[config.mk]
export PLATFORM = sky130hd
export DESIGN_NAME = seq_detector_param
export DESIGN_NICKNAME = d
export VERILOG_FILES = /design/src/rtl/seq_detector_param.sv
export SDC_FILE = /design/constraint.sdc
export NUM_CORES = 1
export LEC_CHECK = 0
export CAP_MARGIN = 25
export CORE_MARGIN = 4
export CORE_UTILIZATION = 46
export CTS_CLUSTER_DIAMETER = 200
export DETAILED_ROUTE_END_ITERATION = 7
export PLACE_DENSITY = 0.74
export SLEW_MARGIN = 20
export SYNTH_ARGS = -nofsm -noshare
export SYNTH_HDL_FRONTEND = slang
export SYNTH_SLANG_ARGS = --single-unit
[constraint.sdc]
create_clock -name i_clk -period 1.8 [get_ports i_clk]
set_input_delay 0.36 -clock i_clk [delete_from_list [all_inputs] [get_ports i_clk]]
set_output_delay 0.36 -clock i_clk [all_outputs]
set_load 0.03 [all_outputs]
[src/rtl/seq_detector_param.sv]
// rtl/seq_detector_param.sv - parametrised serial bit-pattern detector
//
// Purpose: recognises a runtime-loaded pattern of 1..MAX_LEN bits on a
// qualified serial line, in overlapping or non-overlapping mode, with a
// registered one-cycle match pulse and a saturating match counter.
//
// Ports:
//   i_clk          rising-edge clock
//   i_rst          synchronous active-high reset
//   i_a_valid      serial sample qualifier
//   i_a            serial data bit
//   i_cfg_load     latch pattern/length/mode this cycle
//   i_cfg_pattern  pattern; bit [len-1] is the first bit received
//   i_cfg_len      pattern length (clamped to MAX_LEN)
//   i_cfg_overlap  1 = overlapping matches, 0 = non-overlapping
//   i_cnt_clr      clear the match counter
//   o_match        one-cycle registered match pulse
//   o_match_cnt    saturating match count
//   o_fill         accepted samples toward the current window
//   o_state        00 UNCFG, 01 FILL, 10 ARMED
module seq_detector_param #(
  parameter int  MAX_LEN = 8,
  parameter int  CNT_W   = 8,
  localparam int LW      = $clog2(MAX_LEN + 1)
) (
  input  logic               i_clk,
  input  logic               i_rst,
  input  logic               i_a_valid,
  input  logic               i_a,
  input  logic               i_cfg_load,
  input  logic [MAX_LEN-1:0] i_cfg_pattern,
  input  logic [LW-1:0]      i_cfg_len,
  input  logic               i_cfg_overlap,
  input  logic               i_cnt_clr,
  output logic               o_match,
  output logic [CNT_W-1:0]   o_match_cnt,
  output logic [LW-1:0]      o_fill,
  output logic [1:0]         o_state
);

  typedef enum logic [1:0] {
    ST_UNCFG = 2'b00,
    ST_FILL  = 2'b01,
    ST_ARMED = 2'b10
  } state_t;

  localparam logic [LW-1:0]    LEN_MAX = LW'(MAX_LEN);
  localparam logic [CNT_W-1:0] CNT_MAX = '1;

  state_t             r_state;
  // Only the MAX_LEN-1 most recent bits are stored; the incoming bit
  // completes the full-width comparison window.
  logic [MAX_LEN-2:0] r_hist;
  logic [MAX_LEN-1:0] r_pattern;
  logic [LW-1:0]      r_len;
  logic               r_overlap;
  logic [LW-1:0]      r_fill;
  logic               r_match;
  logic [CNT_W-1:0]   r_cnt;

  state_t             w_state_next;
  logic [MAX_LEN-2:0] w_hist_next;
  logic [LW-1:0]      w_fill_next;
  logic               w_hit;
  logic [MAX_LEN-1:0] w_window;
  logic [MAX_LEN-1:0] w_mask;
  logic               w_cmp;
  logic               w_accept;
  logic [LW-1:0]      w_len_clamped;
  logic [LW-1:0]      w_fill_inc;

  assign w_window      = {r_hist, i_a};
  assign w_len_clamped = (i_cfg_len > LEN_MAX) ? LEN_MAX : i_cfg_len;
  // A load in the same cycle wins over the sample, which is dropped.
  assign w_accept      = i_a_valid && !i_cfg_load && (r_state != ST_UNCFG);
  assign w_fill_inc    = r_fill + LW'(1);

  // Only the low len bits of window and pattern take part in the compare.
  always_comb begin
    w_mask = '0;
    for (int i = 0; i < MAX_LEN; i++) begin
      w_mask[i] = (LW'(i) < r_len);
    end
  end

  assign w_cmp = (((w_window ^ r_pattern) & w_mask) == '0);

  always_comb begin
    w_state_next = r_state;
    w_hist_next  = r_hist;
    w_fill_next  = r_fill;
    w_hit        = 1'b0;
    if (i_cfg_load) begin
      w_hist_next  = '0;
      w_fill_next  = '0;
      w_state_next = (w_len_clamped != '0) ? ST_FILL : ST_UNCFG;
    end else if (w_accept) begin
      w_hist_next = w_window[MAX_LEN-2:0];
      case (r_state)
        ST_FILL: begin
          w_fill_next = w_fill_inc;
          if (w_fill_inc == r_len) begin
            if (w_cmp) begin
              w_hit = 1'b1;
              if (r_overlap) begin
                w_fill_next  = r_len;
                w_state_next = ST_ARMED;
              end else begin
                w_fill_next  = '0;
              end
            end else begin
              w_fill_next  = r_len;
              w_state_next = ST_ARMED;
            end
          end
        end
        ST_ARMED: begin
          w_fill_next = r_len;
          if (w_cmp) begin
            w_hit = 1'b1;
            if (!r_overlap) begin
              w_fill_next  = '0;
              w_state_next = ST_FILL;
            end
          end
        end
        default: begin
          w_state_next = r_state;
        end
      endcase
    end
  end

  always_ff @(posedge i_clk) begin
    if (i_rst) begin
      r_state   <= ST_UNCFG;
      r_hist    <= '0;
      r_pattern <= '0;
      r_len     <= '0;
      r_overlap <= 1'b0;
      r_fill    <= '0;
      r_match   <= 1'b0;
      r_cnt     <= '0;
    end else begin
      r_state <= w_state_next;
      r_hist  <= w_hist_next;
      r_fill  <= w_fill_next;
      r_match <= w_hit;
      if (i_cfg_load) begin
        r_pattern <= i_cfg_pattern;
        r_len     <= w_len_clamped;
        r_overlap <= i_cfg_overlap;
      end
      // Clear beats a coincident hit; the pulse itself is still issued.
      if (i_cnt_clr) begin
        r_cnt <= '0;
      end else if (w_hit && (r_cnt != CNT_MAX)) begin
        r_cnt <= r_cnt + CNT_W'(1);
      end
    end
  end

  assign o_match     = r_match;
  assign o_match_cnt = r_cnt;
  assign o_fill      = r_fill;
  assign o_state     = r_state;

endmodule

==> results.yml <==
floorplanning:
  die_w_um: 70.82
  core_area_sq_um: 3744
  io_pins: 34
  start_util: 0.4850
  dieHeight_um: 70.82
  row_count: 22
  die-area_sq_um: 5015
worst_setup_path:
  crit_chain: "or3_4 > a222oi_1 > o211a_1 > buf_4 > nand4_4 > nand2b_4 > a211oi_2"
  worstSetupPathType: "register to register"
  cp-start-kind: "register"
  arrival_ns: 2.24
  slowest_stage: "or3_4"
  worstReg2RegStart: "r_len[1]"
  r2r_cells: 7
  cp_max_fo: 8
  critical_path.top_delay_family: "compound AO/OA/AOI/OAI gates"
  reg2reg_slack_ns: -0.23
  worstReg2RegEnd: "o_match_cnt[6]"
  critPathRequiredTime_ns: 2.01
  critPathBufInv: 1
  cp_slowest_stage_delay_ns: 0.38
  critPathCaptureType: "register"
grt:
  grt_overflow: 0
  grt_usage: 0.1937
  grt_pass1_wl_um: 7831
  grt_max_degree: 22
  antenna_found_initial: 0
  grt_pass1_vias: 1693
timing:
  setup_tns_ns: -2.145
  period_minus_slack_ns: 2.030
  fin_ws_ns: -0.2297
  slew_headroom: 0.7600
  clock.fmax_mhz: 492.7
  clock_skew_ns: 0.006003
  tightest_slew_ns: 0.3567
  finalHoldViolCount: 0
  maxSlewViolCount: 0
  grt_setup_unrepaired: "yes"
  whs_ns: 0.4851
  finalCritPeriodShare: 1.128
  setup_viol: 14
clock_network:
  root_buffer: "clkbuf_8"
  cts_buffers: 5
  clk_pin_slew_ns: 0.07
  htreeDepth: 2
  cts_tree: "done"
  cts_sinks: 35
  cts_buffer_depth: 2
  cts_hold_buffers: 0
  clk_latency_ns: 0.29
outcome:
  violations: "negative setup slack"
  status: "finished, violations left"
synthesis:
  ys_top_cells_by_area: "dfxtp_1 (39%), mux2i_1 (6.6%), a21oi_1 (5.8%), nor2_1 (4.1%), xor2_1 (3.9%)"
  netlist-cell-type-count: 41
  ys_warn_count: 0
  synth_top_area_cell: "dfxtp_1"
  synth_top_area_frac: 0.3859
  ys_seq_elements: 35
  synth_nets: 237
  synth_flop_cell: "dfxtp_1"
  syn_avg_cell_area_sq_um: 8.523
  seq_area_frac_synth: 0.3859
  synth-edff-count: 0
  async_flop_share: 0
  synth_cells: 213
  netlist_area_sq_um: 1815
final_layout:
  regArea_sq_um: 710.7
  multi_input_comb_area_sq_um: 1119
  fin_util: 0.6905
  final_nets: 297
  insertedDiodeCount: 0
  fillers: 317
  final_cells: 321
  postLayoutCellArea_sq_um: 2585
  area_growth_pct: 42.38
  drive_above_1_share: 0.2308
detailed_routing:
  drc: 0
  dr.pass1.iters: 4
  final_antenna_net_count: 0
  wl_per_cell_um: 14.56
  wirelength_um: 4675
  vias: 1738
  viasPerCell: 5.414
  drtIter0Drc: 126
flow_run:
  cap_violations: 0
placed_design:
  gp_congestion: 0.8386
  post_dp_cell_area_sq_um: 2382
  port_buffers: 33
  dpl.cell_count: 309
  pre_cts_slack_ns: -0.3039
  place_hpwl_um: 3270
worst_hold_path:
  hp-class: "register to register"
  hold_end: "r_hist[1]"
  whs_path_depth: 2
  min_from: "r_hist[0]"
power:
  vdd_drop_max_mv: 0.3206
  p_leak_nw: 1.117
  power_mw: 1.702
  powerDensity_nw_per_um2: 658.5
## state kept, by name (all words and copies together) (netlist names)
register / flops
r_hist: 7
o_state: 2
r_overlap: 1
o_fill: 4
r_len: 4
o_match_cnt: 8
r_pattern: 8
o_match: 1
## worst min-delay path: stages, from the launching register on
cell	delay, ns
dfxtp_1	0.33
nand2_1	0.06
a21oi_1	0.05
## cells by family (layout without fill, tap and decap cells)
family          count (synthesis)  in the layout  share of synthesized area
compound gates                 51             51                     0.1757
flops                          35             35                     0.3859
simple gates                   79             80                     0.2288
fa+ha+maj                       5              5                    0.03446
mux                            12             12                    0.06616
xor+xnor                       14             14                    0.06754
buf+inv                        17             76                    0.04135
## metal layers
metal / track usage / up-vias / share of wire
met5: 0 / - / 0
met4: 0.06263 / 0 / 0.013
met3: 0.05682 / 7 / 0.053
met2: 0.3018 / 37 / 0.47
met1: 0.2571 / 806 / 0.46
li1: - / 888 / -
## cell usage after synthesis (2+ instances only)
library cell   n
a31oi_1        4
inv_1          4
a211o_1        2
buf_1          2
nand3_1        6
nor2_1        20
a211oi_1       2
ha_1           5
o21ai_0       11
a21oi_1       21
buf_2          3
and2_1         2
xor2_1         8
o221a_2        2
or3_1          8
and3_1         4
nand2_1       15
nand3b_1       2
dfxtp_1       35
mux2i_1       12
nor2b_1        4
xnor2_1        6
or2_2          2
nand2b_1       4
nor3_1         2
clkbuf_1       7
nand4_1        6
## area by class of cell
| type | count | share of cell area |
|---|---|---|
| multi-input cells | 162 | 0.4327 |
| flip-flops and latches | 35 | 0.2749 |
| repair buffers | 65 | 0.2241 |
| clock buffers | 6 | 0.03630 |
| well taps | 48 | 0.02323 |
| inverters | 4 | 0.005808 |
| clock inverters | 1 | 0.002904 |
## how the worst max path moves through the flow
stage / to / from / depth (start not counted) / slack [ns]
5_1_grt: o_match_cnt[6] / r_len[1] / 7 / -0.32
3_5_place_dp: o_match_cnt[2] / i_a_valid / 6 / -0.30
4_1_cts: o_match_cnt[6] / o_fill[0] / 7 / -0.18
2_1_floorplan: o_match_cnt[6] / r_len[2] / 8 / -0.08
3_3_place_gp: o_match_cnt[4] / i_a_valid / 6 / -0.24
6_report: o_match_cnt[6] / r_len[1] / 7 / -0.23
## placed cells by master, fill, tap and decap left out, types with 6 or more instances in the layout
cell | netlist | routed
nor2_1 | 20 | 19
o21ai_0 | 11 | 9
dfxtp_1 | 35 | 29
nand4_1 | 6 | 6
mux2i_1 | 12 | 12
or3_1 | 8 | 6
a21oi_1 | 21 | 20
clkdlybuf4s50_1 | 0 | 25
nand3_1 | 6 | 6
xor2_1 | 8 | 8
buf_4 | 0 | 31
nand2_1 | 15 | 15
## power by group
group          switching [mW]  total [mW]  leakage (nW)  internal, mW
Combinational           0.122       0.257         0.781         0.135
Clock                   0.290       0.638        0.0484         0.349
Sequential             0.0142       0.807         0.288         0.793
## what timing repair did
| action | CTS | global route |
|---|---|---|
| cloned | 1 | 0 |
| pin swaps | 11 | 5 |
| setup buffers | 2 | 2 |
| endpoints found under the setup margin | 18 | 18 |
| resized for setup | 8 | 14 |
Note: power is estimated with default switching activity, not from simulation.
